### src/rtl/obstacle_gen_if.sv
// ----------------------------------------------------------------------------
// obstacle_gen_if
//   Groups the game-state input and the packed obstacle field outputs of
//   obstacle_gen.
//
//   gamemode    : 2-bit game state (00 init, 01 playing, 10 paused, 11 over)
//   obstacle_x  : 10 slots x {x_left[9:0], x_right[9:0]}, slot i at [20i+:20]
//   obstacle_y  : 10 slots x {y_top[8:0], y_bottom[8:0]}, slot i at [18i+:18]
//   spawn_pulse : one-cycle strobe coincident with a slot being loaded
//
//   master : game side (drives gamemode, consumes the field)
//   slave  : obstacle_gen side
// ----------------------------------------------------------------------------
interface obstacle_gen_if;
    logic [1:0]   gamemode;
    logic [199:0] obstacle_x;
    logic [179:0] obstacle_y;
    logic         spawn_pulse;

    modport master (
        output gamemode,
        input  obstacle_x,
        input  obstacle_y,
        input  spawn_pulse
    );

    modport slave (
        input  gamemode,
        output obstacle_x,
        output obstacle_y,
        output spawn_pulse
    );
endinterface

### src/rtl/obstacle_gen.sv
// ----------------------------------------------------------------------------
// obstacle_gen
//   Maintains 10 obstacle slots. Obstacles spawn at the right edge with an
//   LFSR-chosen height and scroll left by a fixed step every TICK_DIV clocks
//   while playing. Cleared in init, frozen in pause and game over.
//
//   Ports:
//     clk   : system clock
//     rst_n : asynchronous active-low reset
//     obs   : obstacle_gen_if.slave (gamemode in; obstacle_x, obstacle_y,
//             spawn_pulse out, all registered)
//
//   Optional build macro:
//     OBSTACLE_SPEED_RAMP_EN : scroll speed starts at SPEED and increases by
//                              one after every 8 successful spawns (max 15).
// ----------------------------------------------------------------------------
module obstacle_gen #(
    parameter int unsigned TICK_DIV  = 1666666,
    parameter int unsigned SPEED     = 2,
    parameter int unsigned SPAWN_GAP = 90,
    parameter int unsigned SCREEN_W  = 640,
    parameter int unsigned OBS_W     = 40,
    parameter int unsigned Y_MIN     = 100,
    parameter int unsigned OBS_H     = 80
) (
    input  logic          clk,
    input  logic          rst_n,
    obstacle_gen_if.slave obs
);

    localparam int unsigned N_SLOTS = 10;
    localparam int unsigned TICK_W  = (TICK_DIV  > 1) ? $clog2(TICK_DIV)  : 1;
    localparam int unsigned GAP_W   = (SPAWN_GAP > 1) ? $clog2(SPAWN_GAP) : 1;

    localparam logic [TICK_W-1:0] TICK_LAST = TICK_W'(TICK_DIV - 1);
    localparam logic [GAP_W-1:0]  GAP_LAST  = GAP_W'(SPAWN_GAP - 1);
    localparam logic [9:0]        SPAWN_XL  = 10'(SCREEN_W);
    localparam logic [9:0]        SPAWN_XR  = 10'(SCREEN_W + OBS_W);

    typedef enum logic [1:0] {
        MODE_INIT  = 2'b00,
        MODE_PLAY  = 2'b01,
        MODE_PAUSE = 2'b10,
        MODE_OVER  = 2'b11
    } mode_t;

    mode_t              mode;
    logic [TICK_W-1:0]  tick_q, tick_d;
    logic [GAP_W-1:0]   spawn_q, spawn_d;
    logic [15:0]        lfsr_q, lfsr_d;
    logic [199:0]       x_q, x_d;
    logic [179:0]       y_q, y_d;
    logic               pulse_q, pulse_d;

    logic [9:0]         spd;
    logic [9:0]         xl, xr;
    logic [8:0]         y_top_new, y_bot_new;
    logic               free_found;
    int unsigned        free_idx;

`ifdef OBSTACLE_SPEED_RAMP_EN
    logic [3:0]         speed_q, speed_d;
    logic [2:0]         tally_q, tally_d;
    assign spd = {6'b0, speed_q};
`else
    assign spd = 10'(SPEED);
`endif

    assign mode      = mode_t'(obs.gamemode);
    assign y_top_new = 9'(Y_MIN) + {1'b0, lfsr_q[7:0]};
    assign y_bot_new = y_top_new + 9'(OBS_H);

    assign obs.obstacle_x  = x_q;
    assign obs.obstacle_y  = y_q;
    assign obs.spawn_pulse = pulse_q;

    always_comb begin
        tick_d     = tick_q;
        spawn_d    = spawn_q;
        x_d        = x_q;
        y_d        = y_q;
        pulse_d    = 1'b0;
        lfsr_d     = {lfsr_q[14:0], lfsr_q[15] ^ lfsr_q[13] ^ lfsr_q[12] ^ lfsr_q[10]};
        xl         = '0;
        xr         = '0;
        free_found = 1'b0;
        free_idx   = 0;
`ifdef OBSTACLE_SPEED_RAMP_EN
        speed_d    = speed_q;
        tally_d    = tally_q;
`endif

        // Spawn target is chosen from the pre-step occupancy, so a slot
        // retired by this step's move is not reused until the next step.
        for (int unsigned i = 0; i < N_SLOTS; i++) begin
            if (!free_found && x_q[20*i +: 10] == '0) begin
                free_found = 1'b1;
                free_idx   = i;
            end
        end

        case (mode)
            MODE_INIT: begin
                tick_d  = '0;
                spawn_d = '0;
                x_d     = '0;
                y_d     = '0;
`ifdef OBSTACLE_SPEED_RAMP_EN
                speed_d = 4'(SPEED);
                tally_d = '0;
`endif
            end

            MODE_PLAY: begin
                if (tick_q != TICK_LAST) begin
                    tick_d = tick_q + 1'b1;
                end else begin
                    tick_d = '0;

                    for (int unsigned i = 0; i < N_SLOTS; i++) begin
                        xl = x_q[20*i+10 +: 10];
                        xr = x_q[20*i    +: 10];
                        if (xr != '0) begin
                            if (xr > spd) begin
                                x_d[20*i+10 +: 10] = (xl < spd) ? '0 : xl - spd;
                                x_d[20*i    +: 10] = xr - spd;
                            end else begin
                                x_d[20*i +: 20] = '0;
                                y_d[18*i +: 18] = '0;
                            end
                        end
                    end

                    // Target slot was inactive, so the move loop left it
                    // untouched; overwriting it here leaves it unmoved.
                    if (spawn_q == GAP_LAST) begin
                        spawn_d = '0;
                        if (free_found) begin
                            x_d[20*free_idx +: 20] = {SPAWN_XL, SPAWN_XR};
                            y_d[18*free_idx +: 18] = {y_top_new, y_bot_new};
                            pulse_d = 1'b1;
`ifdef OBSTACLE_SPEED_RAMP_EN
                            tally_d = tally_q + 1'b1;
                            if (tally_q == 3'd7 && speed_q != 4'd15)
                                speed_d = speed_q + 1'b1;
`endif
                        end
                    end else begin
                        spawn_d = spawn_q + 1'b1;
                    end
                end
            end

            MODE_PAUSE, MODE_OVER: begin
                // hold everything except the LFSR
            end
        endcase
    end

    always_ff @(posedge clk or negedge rst_n) begin
        if (!rst_n) begin
            tick_q  <= '0;
            spawn_q <= '0;
            lfsr_q  <= 16'hACE1;
            x_q     <= '0;
            y_q     <= '0;
            pulse_q <= 1'b0;
`ifdef OBSTACLE_SPEED_RAMP_EN
            speed_q <= 4'(SPEED);
            tally_q <= '0;
`endif
        end else begin
            tick_q  <= tick_d;
            spawn_q <= spawn_d;
            lfsr_q  <= lfsr_d;
            x_q     <= x_d;
            y_q     <= y_d;
            pulse_q <= pulse_d;
`ifdef OBSTACLE_SPEED_RAMP_EN
            speed_q <= speed_d;
            tally_q <= tally_d;
`endif
        end
    end

endmodule

### src/flat_wrapper.sv
// flat-port wrapper written by rule: the top's interface ports become plain ports
module obstacle_gen_flat 
#(
    parameter int unsigned TICK_DIV  = 1666666,
    parameter int unsigned SPEED     = 2,
    parameter int unsigned SPAWN_GAP = 90,
    parameter int unsigned SCREEN_W  = 640,
    parameter int unsigned OBS_W     = 40,
    parameter int unsigned Y_MIN     = 100,
    parameter int unsigned OBS_H     = 80
)
  (clk, rst_n, obs_gamemode, obs_obstacle_x, obs_obstacle_y, obs_spawn_pulse);
  obstacle_gen_if obs_i ();
  input  logic clk;
  input  logic rst_n;
  input wire logic [$bits(obs_i.gamemode)-1:0] obs_gamemode;
  output wire logic [$bits(obs_i.obstacle_x)-1:0] obs_obstacle_x;
  output wire logic [$bits(obs_i.obstacle_y)-1:0] obs_obstacle_y;
  output wire logic [$bits(obs_i.spawn_pulse)-1:0] obs_spawn_pulse;
  assign obs_i.gamemode = obs_gamemode;
  assign obs_obstacle_x = obs_i.obstacle_x;
  assign obs_obstacle_y = obs_i.obstacle_y;
  assign obs_spawn_pulse = obs_i.spawn_pulse;
  obstacle_gen #(.TICK_DIV(TICK_DIV), .SPEED(SPEED), .SPAWN_GAP(SPAWN_GAP), .SCREEN_W(SCREEN_W), .OBS_W(OBS_W), .Y_MIN(Y_MIN), .OBS_H(OBS_H)) u_core (.clk(clk), .rst_n(rst_n), .obs(obs_i));
endmodule
### config.mk
export PLATFORM = sky130hd
export DESIGN_NAME = obstacle_gen_flat
export DESIGN_NICKNAME = d
export VERILOG_FILES = /design/src/rtl/obstacle_gen_if.sv /design/src/rtl/obstacle_gen.sv /design/src/flat_wrapper.sv
export SDC_FILE = /design/constraint.sdc
export NUM_CORES = 1
export LEC_CHECK = 0
export CAP_MARGIN = 20
export CORE_AREA = 8 8 335 337
export CTS_BUF_LIST = sky130_fd_sc_hd__clkbuf_4 sky130_fd_sc_hd__clkbuf_8
export DETAILED_ROUTE_END_ITERATION = 7
export DIE_AREA = 0 0 343 345
export DONT_BUFFER_PORTS = 1
export GPL_ROUTABILITY_DRIVEN = 0
export PLACE_DENSITY = 0.39
export SLEW_MARGIN = 15
export SYNTH_ARGS = -nofsm -noshare
export SYNTH_HDL_FRONTEND = slang
export SYNTH_SLANG_ARGS = --single-unit
### constraint.sdc
create_clock -name clk -period 6.3 [get_ports clk]
set_input_delay 1.26 -clock clk [delete_from_list [all_inputs] [get_ports clk]]
set_output_delay 1.26 -clock clk [all_outputs]
set_load 0.05 [all_outputs]
==> results of run 1 <==
## cells in the mapped netlist (all sizes together), types with 7 or more instances
cell type	number
nand2	514
o21ai	431
dfrtp	417
nor2	244
a21oi	174
nor3	168
clkbuf	126
nand3	118
inv	75
nor4	66
a31oi	64
o22ai	52
or3	52
nand2b	51
o31ai	51
a22oi	47
or4	41
buf	39
ha	39
xnor2	36
o211ai	35
and2	29
a21o	28
a22o	28
and3	25
nand4	24
xor2	24
or2	19
a32oi	17
mux2i	15
nor2b	15
nor3b	15
a211o	11
o2bb2ai	11
o221ai	10
o41ai	10
a211oi	9
o21a	9
o311ai	9
a41oi	8
dfstp	8
o32ai	8
a2111oi	7
## critical path: cells and delay by family, from the launching register on
kind	cells	cell delay [ns]
compound gates	4	0.73
fa+ha+maj	4	1.12
buf+inv	1	0.12
flops	1	0.37
simple gates	10	3.48
## where the power goes
part           total [W]  switching [W]  internal, W  leakage, nW
sequential       0.00274     0.00000505      0.00274         5.90
clock            0.00323        0.00137      0.00186         1.00
combinational   0.000259       0.000204    0.0000544         6.21
## per-stage QoR
stage               hold slack, ns  setup WS, ns  cell area [sq um]
floorplan                    0.331        0.0151              26500
global placement             0.336        -0.204              29800
detailed placement           0.343        -0.214              29800
CTS                          0.201        0.0791              31700
global route                 0.200        0.0231              31800
finish                       0.243         0.334              31900
## kinds of logic after synthesis
kind of cell / share of synthesized area, %
AO/OA/AOI/OAI: 25.7
XOR/XNOR: 1.99
adder cells (fa/ha/maj): 1.92
buffers and inverters: 3.60
flip-flops: 40.2
multiplexers: 0.780
other: 0.0142
AND/OR/NAND/NOR: 25.7
## registers in the layout (all words and copies together) (netlist names)
signal	count
u_core.lfsr_q	16
u_core.obs.obstacle_x	200
u_core.obs.obstacle_y	180
u_core.obs.spawn_pulse	1
u_core.spawn_q	7
u_core.tick_q	21
## repair_timing
action | CTS | global route
setup endpoints to repair | 10 | 128
hold endpoints to repair | 0 | 0
pin swaps | 1 | 3
hold buffers | 0 | 0
resized for setup | 0 | 5
setup buffers | 3 | 5
## final cells by class
class                   instances  area share [%]
diodes                          4          0.0314
clock buffers                 134            5.28
clock inverters                14           0.632
inverters                      76           0.896
multi-input cells            2606            47.2
flip-flops and latches        425            33.4
well taps                    1403            5.51
repair buffers                283            6.98
## worst max path at each step
stage | end | slack, ns
final | u_core.obs.obstacle_x[140] | 0.33
after floorplan | u_core.obs.obstacle_x[9] | 0.02
after CTS | u_core.obs.obstacle_x[101] | 0.08
after detailed placement | u_core.obs.obstacle_x[101] | -0.21
after global placement | u_core.obs.obstacle_x[101] | -0.20
after global routing | u_core.obs.obstacle_x[124] | 0.02
## per-layer routing
metal / share of wire, % / wire length [microns] / GRT usage (%) / up-vias
met5: 0.011 / 16 / 0 / -
met4: 3.9 / 5600 / 8.13 / 2
met3: 11 / 15500 / 8.23 / 255
met2: 44 / 63500 / 35.6 / 1295
met1: 41 / 59200 / 30.1 / 13998
li1: - / - / - / 12591
==> summary.md, run 1 <==
| Metric | Value |
|---|---|
| Warnings, synthesis | 0 |
| DRC Markers | 0 |
| Die Ht | approximately 350 microns |
| Core footprint | between 100,000 and 150,000 sq um |
| Share of layout cells above drive strength 1 | 15.1% |
| Crit. End Element | flip-flop |
| Hold crit path type | in -> async |
| Max clock buf depth | 3 |
| Post-route total power | slightly above 0.006 W |
| Post-DP HPWL | between 100,000 and 150,000 microns |
| CTS tree | yes |
| Fin Setup TNS | 0 ns |
| Max_cap viols | 0 |
| Starting Density | between 20 and 25% |
| Fillers | around 11,000 |
| Final Non-Filler Cells | just under 5,000 |
| Root Buffer Master | clkbuf_8 |
| Worst path cell trace | or3_1 -> or4b_1 -> nand2_1 -> and3_1 -> o21ai_0 -> inv_1 -> ha_1 -> ha_1 -> fa_1 -> nor4_2 -> nor3_1 -> ha_1 -> a211oi_2 -> a31oi_4 -> nor2_1 -> nand3_1 -> nor2_1 -> o21ai_0 -> and2_1 |
| P per Cell Area | 196 nW/um^2 |
| Hold Violations, Final | 0 |
| Via count | 28,141 |
| Clk_lat worst skew | ~0.74 ns |
| Reg2Reg Setup Slack | ~0.33 ns |
| Initial antenna violation count | 8 |
| Post-synth top area share | 39.4% |
| Final min period | between 5 and 6 ns |
| 1st-pass router iterations | 8 |
| RSZ-0062 raised after global routing | false |
| Reg-to-reg endpoint | u_core.obs.obstacle_x[140] |
| Final wirelength | 144,000 microns |
| Top FF cell, synth | dfrtp_1 |
| Crit path kind | reg -> reg |
| Final core utilization | between 20% and 30% |
| Slowest stage cell, crit path | or4b_1 |
| Sequential-to-total area share from yosys stat | just over 40% |
| Worst Tran Pin Value | around 1.2 ns |
| EDFF count, synth | 0 |
| Largest net degree at the start of global routing | between 400 and 500 |
| CTS buffer count | 84 |
| Leak | approximately 13 nW |
| Most used cell, CP | ha_1 |
| Die area | 118,000 sq um |
| Register area | between 10,000 and 15,000 sq um |
| Post-synthesis instance total | between 3,000 and 4,000 |
| Slew Limit Fails | 0 |
| Row cnt | 120 |
| First-pass GRT wire length | between 200,000 and 250,000 microns |
| Worst reg2reg path startpoint | u_core.obs.obstacle_x[123] |
| Clock Skews | 0.0581 ns |
| Synth top area cells | dfrtp_1, o21ai_0, nand2_1 |
| Vias in the first global route | between 20,000 and 30,000 |
| Num Clock Sinks | ~430 |
| Nets | between 3,000 and 4,000 |
| Data arrival time of the critical path | 6.55 ns |
| Worst EP required | 6.88 ns |
| WL per Instance | between 20 and 30 microns |
| Syn Nets | between 3,000 and 4,000 |
| Drt via density | 5.69 |
| Final setup violation count | 0 |
| FMAX | around 170 MHz |
| FF-to-FF path depth | 19 |
| Total track usage | between 20% and 30% |
| Outcome | complete, no violations |
| Chip Width | between 300 and 400 microns |
| CP Launch Point | u_core.obs.obstacle_x[123] |
| Worst-path fanout max | 6 |
| Async set-reset flop share out of synthesis | 100% |
| Most frequent cells in the layout | nand2_1, dfrtp_1, o21ai_0 |
| Gr ovfl total | 0 |
| Cell Area, Synth | between 20,000 and 30,000 sq um |
| Starting DRT DRC Count | approximately 2,700 |
| Dpl cells | about 4,800 |
| Period utilization | 94.7% |
| Register bit count reported by yosys | about 430 |
| Kind of start point of the critical path | flip-flop |
| Area occupied by multi-input gates | 15,000 sq um |
| Synth unique cells | 104 |
| Most common cell after layout, fill and taps aside | nand2_1 |
| Slowest cell delay on critical path | approximately 0.6 ns |
| Worst-path clk slew | approximately 0.060 ns |
| Post-route ant nets | 0 |
| CTS H-Tree Depth | 3 |
| VDD IR-drop max | between 0.1 and 0.15 mV |
| Yosys top cell by area | dfrtp_1 |
| Layout area overhead | 20.4% |
| Mapped Avg Cell Area | 8.09 sq um |
| Slew Limit Headroom | a little under a quarter |
| PortBufs | 0 |
| I/O pin total | between 300 and 400 |
Note: power is estimated with default switching activity, not from simulation.
==> run 2: changes to the inputs <==
- CAP_MARGIN: 20 -> 30
==> summary.md, run 2 (same netlist as run 1, synthesis figures left out) <==
| Metric | Value |
|---|---|
| Outcome | complete, but fails checks |
| Failing checks | slew limit |
| Kind of start point of the critical path | flip-flop |
| Final wirelength | 144,000 microns (+0.40%) |
| Vias in the first global route | 26,625 (+0.64%) |
| Layout area overhead | 19.8% |
| Post-route ant nets | 0 (unchanged) |
| Area occupied by multi-input gates | 15,000 sq um (about the same) |
| Slew Limit Headroom | -29.3% (-52 points) |
| Hold Slack | 0.270 ns (+0.0270 ns) |
| Drt via density | 5.68 (-0.19%) |
| Largest net degree at the start of global routing | 426 (unchanged) |
| Data arrival time of the critical path | 6.69 ns (+0.14 ns) |
| Initial antenna violation count | 3 (-5) |
| VDD IR-drop max | 0.119 mV (-10%) |
| Worst Setup EP | u_core.obs.obstacle_x[149] |
| Nets | 3,519 (-0.028%) |
| Hold Violations, Final | 0 (unchanged) |
| RSZ-0062 raised after global routing | true |
| CTS H-Tree Depth | 3 (unchanged) |
| Post-DP HPWL | 108,000 microns (about the same) |
| Hold crit path type | in -> async |
| Reg-to-reg endpoint | u_core.obs.obstacle_x[149] |
| Total track usage | 23.3% (+0.059 points) |
| Worst Tran Pin Value | 1.94 ns (+0.786 ns) |
| CTS Hold Buffers Added | 0 (unchanged) |
| Starting DRT DRC Count | 2,641 (-1.0%) |
| Most frequent cells in the layout | nand2_1, dfrtp_1, o21ai_0 |
| CTS tree | yes |
| FF-to-FF path depth | 20 (+1) |
| Num Clock Sinks | 425 (unchanged) |
| Die area | 118,000 sq um (unchanged) |
| Most common cell after layout, fill and taps aside | nand2_1 |
| Worst-path clk slew | 0.06 ns (about the same) |
| Max clock buf depth | 3 (unchanged) |
| Chip Width | 343 microns (unchanged) |
| Register area | 10,600 sq um (unchanged) |
| Comb pwr share | 3.3% (-0.9 points) |
| Final core utilization | 29.8% (-0.13 points) |
| Reg2Reg Setup Slack | 0.20 ns (-0.13 ns) |
| FMAX | 164 MHz (-2.2%) |
| Share of layout cells above drive strength 1 | 15.4% (+0.22 points) |
| DRC Markers | 0 (unchanged) |
| Slew Limit Fails | 158 (+158) |
| Max_cap viols | 0 (unchanged) |
| Final min period | 6.10 ns (+0.135 ns) |
| Fillers | 11,481 (-0.070%) |
| 1st-pass router iterations | 6 (-2) |
| Max FFs per register | 200 (unchanged) |
| Clk_lat worst skew | 0.75 ns (about the same) |
| Starting Density | 24.8% (unchanged) |
| Final Non-Filler Cells | 4,950 (+0.10%) |
| WL per Instance | 29.1 microns (+0.30%) |
| Gr ovfl total | 0 (unchanged) |
| P per Cell Area | 191 nW/um^2 (-2.4%) |
| First-pass GRT wire length | 206,000 microns (+0.57%) |
| Crit path kind | reg -> reg |
| Dpl cells | 4,783 (+0.021%) |
| PortBufs | 0 (unchanged) |
| Register share of total power | 45.3% (+1.3 points) |
| Crit. End Element | flip-flop |
| Sw Pwr | 0.00156 W (-1.4%) |
| Row cnt | 120 (unchanged) |
| Clock Skews | 0.0815 ns (+0.0234 ns) |
| Fin Setup TNS | 0 ns (unchanged) |
| CP Launch Point | u_core.obs.obstacle_x[123] |
| Worst reg2reg path startpoint | u_core.obs.obstacle_x[123] |
| Via count | 28,117 (-0.085%) |
| I/O pin total | 385 (unchanged) |
| Worst-path fanout max | 6 (unchanged) |
| Net Sw Frac | 25.8% (+0.39 points) |
| Period utilization | 96.8% (+2.1 points) |
| Leak | 13.1 nW (-0.45%) |
| Clock power share | 51.4% (-0.4 points) |
| Final setup violation count | 0 (unchanged) |
| Root Buffer Master | clkbuf_8 |
| Core footprint | 107,000 sq um (unchanged) |
| CTS buffer count | 86 (+2.4%) |
| Worst EP required | 6.88 ns (about the same) |
| Die Ht | 345 microns (unchanged) |
| P_int | 0.00449 W (-3.4%) |
==> run 2: power by group through the flow <==
stage / Clock [W] / Sequential (W) / Combinational [W]
floorplan: 0 / 0.00280 / 0.000109
global placement: 0 / 0.00279 / 0.000197
detailed placement: 0 / 0.00279 / 0.000196
CTS: 0.00320 / 0.00274 / 0.000197
global route: 0.00331 / 0.00274 / 0.000215
finish: 0.00311 / 0.00274 / 0.000200
==> run 2: final cells by class <==
cell class | instances | share of cell area [%]
antenna | 1 | 0.00789
clock buffer | 138 | 5.30
clock inverter | 21 | 0.481
inverter | 76 | 0.900
multi-input combinational | 2606 | 47.4
sequential | 425 | 33.6
tap | 1403 | 5.54
timing repair buffer | 280 | 6.77
==> run 2: worst min path at each step <==
stage / slack (ns) / from / end
after floorplan: 0.33 / u_core.lfsr_q[8] / u_core.lfsr_q[9]
after global placement: 0.34 / u_core.lfsr_q[14] / u_core.lfsr_q[15]
after detailed placement: 0.34 / u_core.lfsr_q[14] / u_core.lfsr_q[15]
after CTS: 0.20 / rst_n / u_core.obs.obstacle_x[198]
after global routing: 0.22 / rst_n / u_core.obs.obstacle_x[198]
final: 0.27 / rst_n / u_core.obs.obstacle_x[198]
==> run 2: timing repair <==
item                                    4_1_cts  5_1_grt
endpoints found under the setup margin        6       93
gates resized for setup                       0        5
buffers inserted                              2        3
pin swaps                                     1        3
==> run 2: worst max-delay path, stage by stage, from the launching register on <==
cell,delay (ns)
dfrtp_1,0.37
or3_1,0.47
or4b_1,0.61
nand2_1,0.23
and3_1,0.18
o21ai_0,0.13
inv_1,0.12
ha_1,0.23
ha_1,0.23
fa_1,0.43
nor4_2,0.39
nor3_1,0.10
ha_1,0.23
a211oi_1,0.27
a31oi_2,0.28
nor3_4,0.30
buf_4,0.21
nand3_1,0.30
nor2_1,0.47
o21ai_0,0.20
a22o_1,0.23
==> run 2: layer usage <==
| metal | vias to the layer above | share of wire (%) | GRT usage, % | wire length, microns |
|---|---|---|---|---|
| li1 | 12577 | - | - | - |
| met2 | 1266 | 44 | 35.7 | 63800 |
| met1 | 14037 | 42 | 30.4 | 60100 |
| met4 | 0 | 3.8 | 8.14 | 5470 |
| met3 | 237 | 10 | 7.79 | 14900 |
| met5 | - | 0 | 0 | 0 |
==> run 2: per-stage QoR <==
stage / area [sq um] / power [W] / setup WS, ns
2_1_floorplan: 26500 / 0.00291 / 0.0151
6_report: 31700 / 0.00605 / 0.199
3_5_place_dp: 29800 / 0.00299 / -0.206
3_3_place_gp: 29800 / 0.00299 / -0.204
4_1_cts: 31600 / 0.00614 / 0.0686
5_1_grt: 31700 / 0.00626 / -0.0447
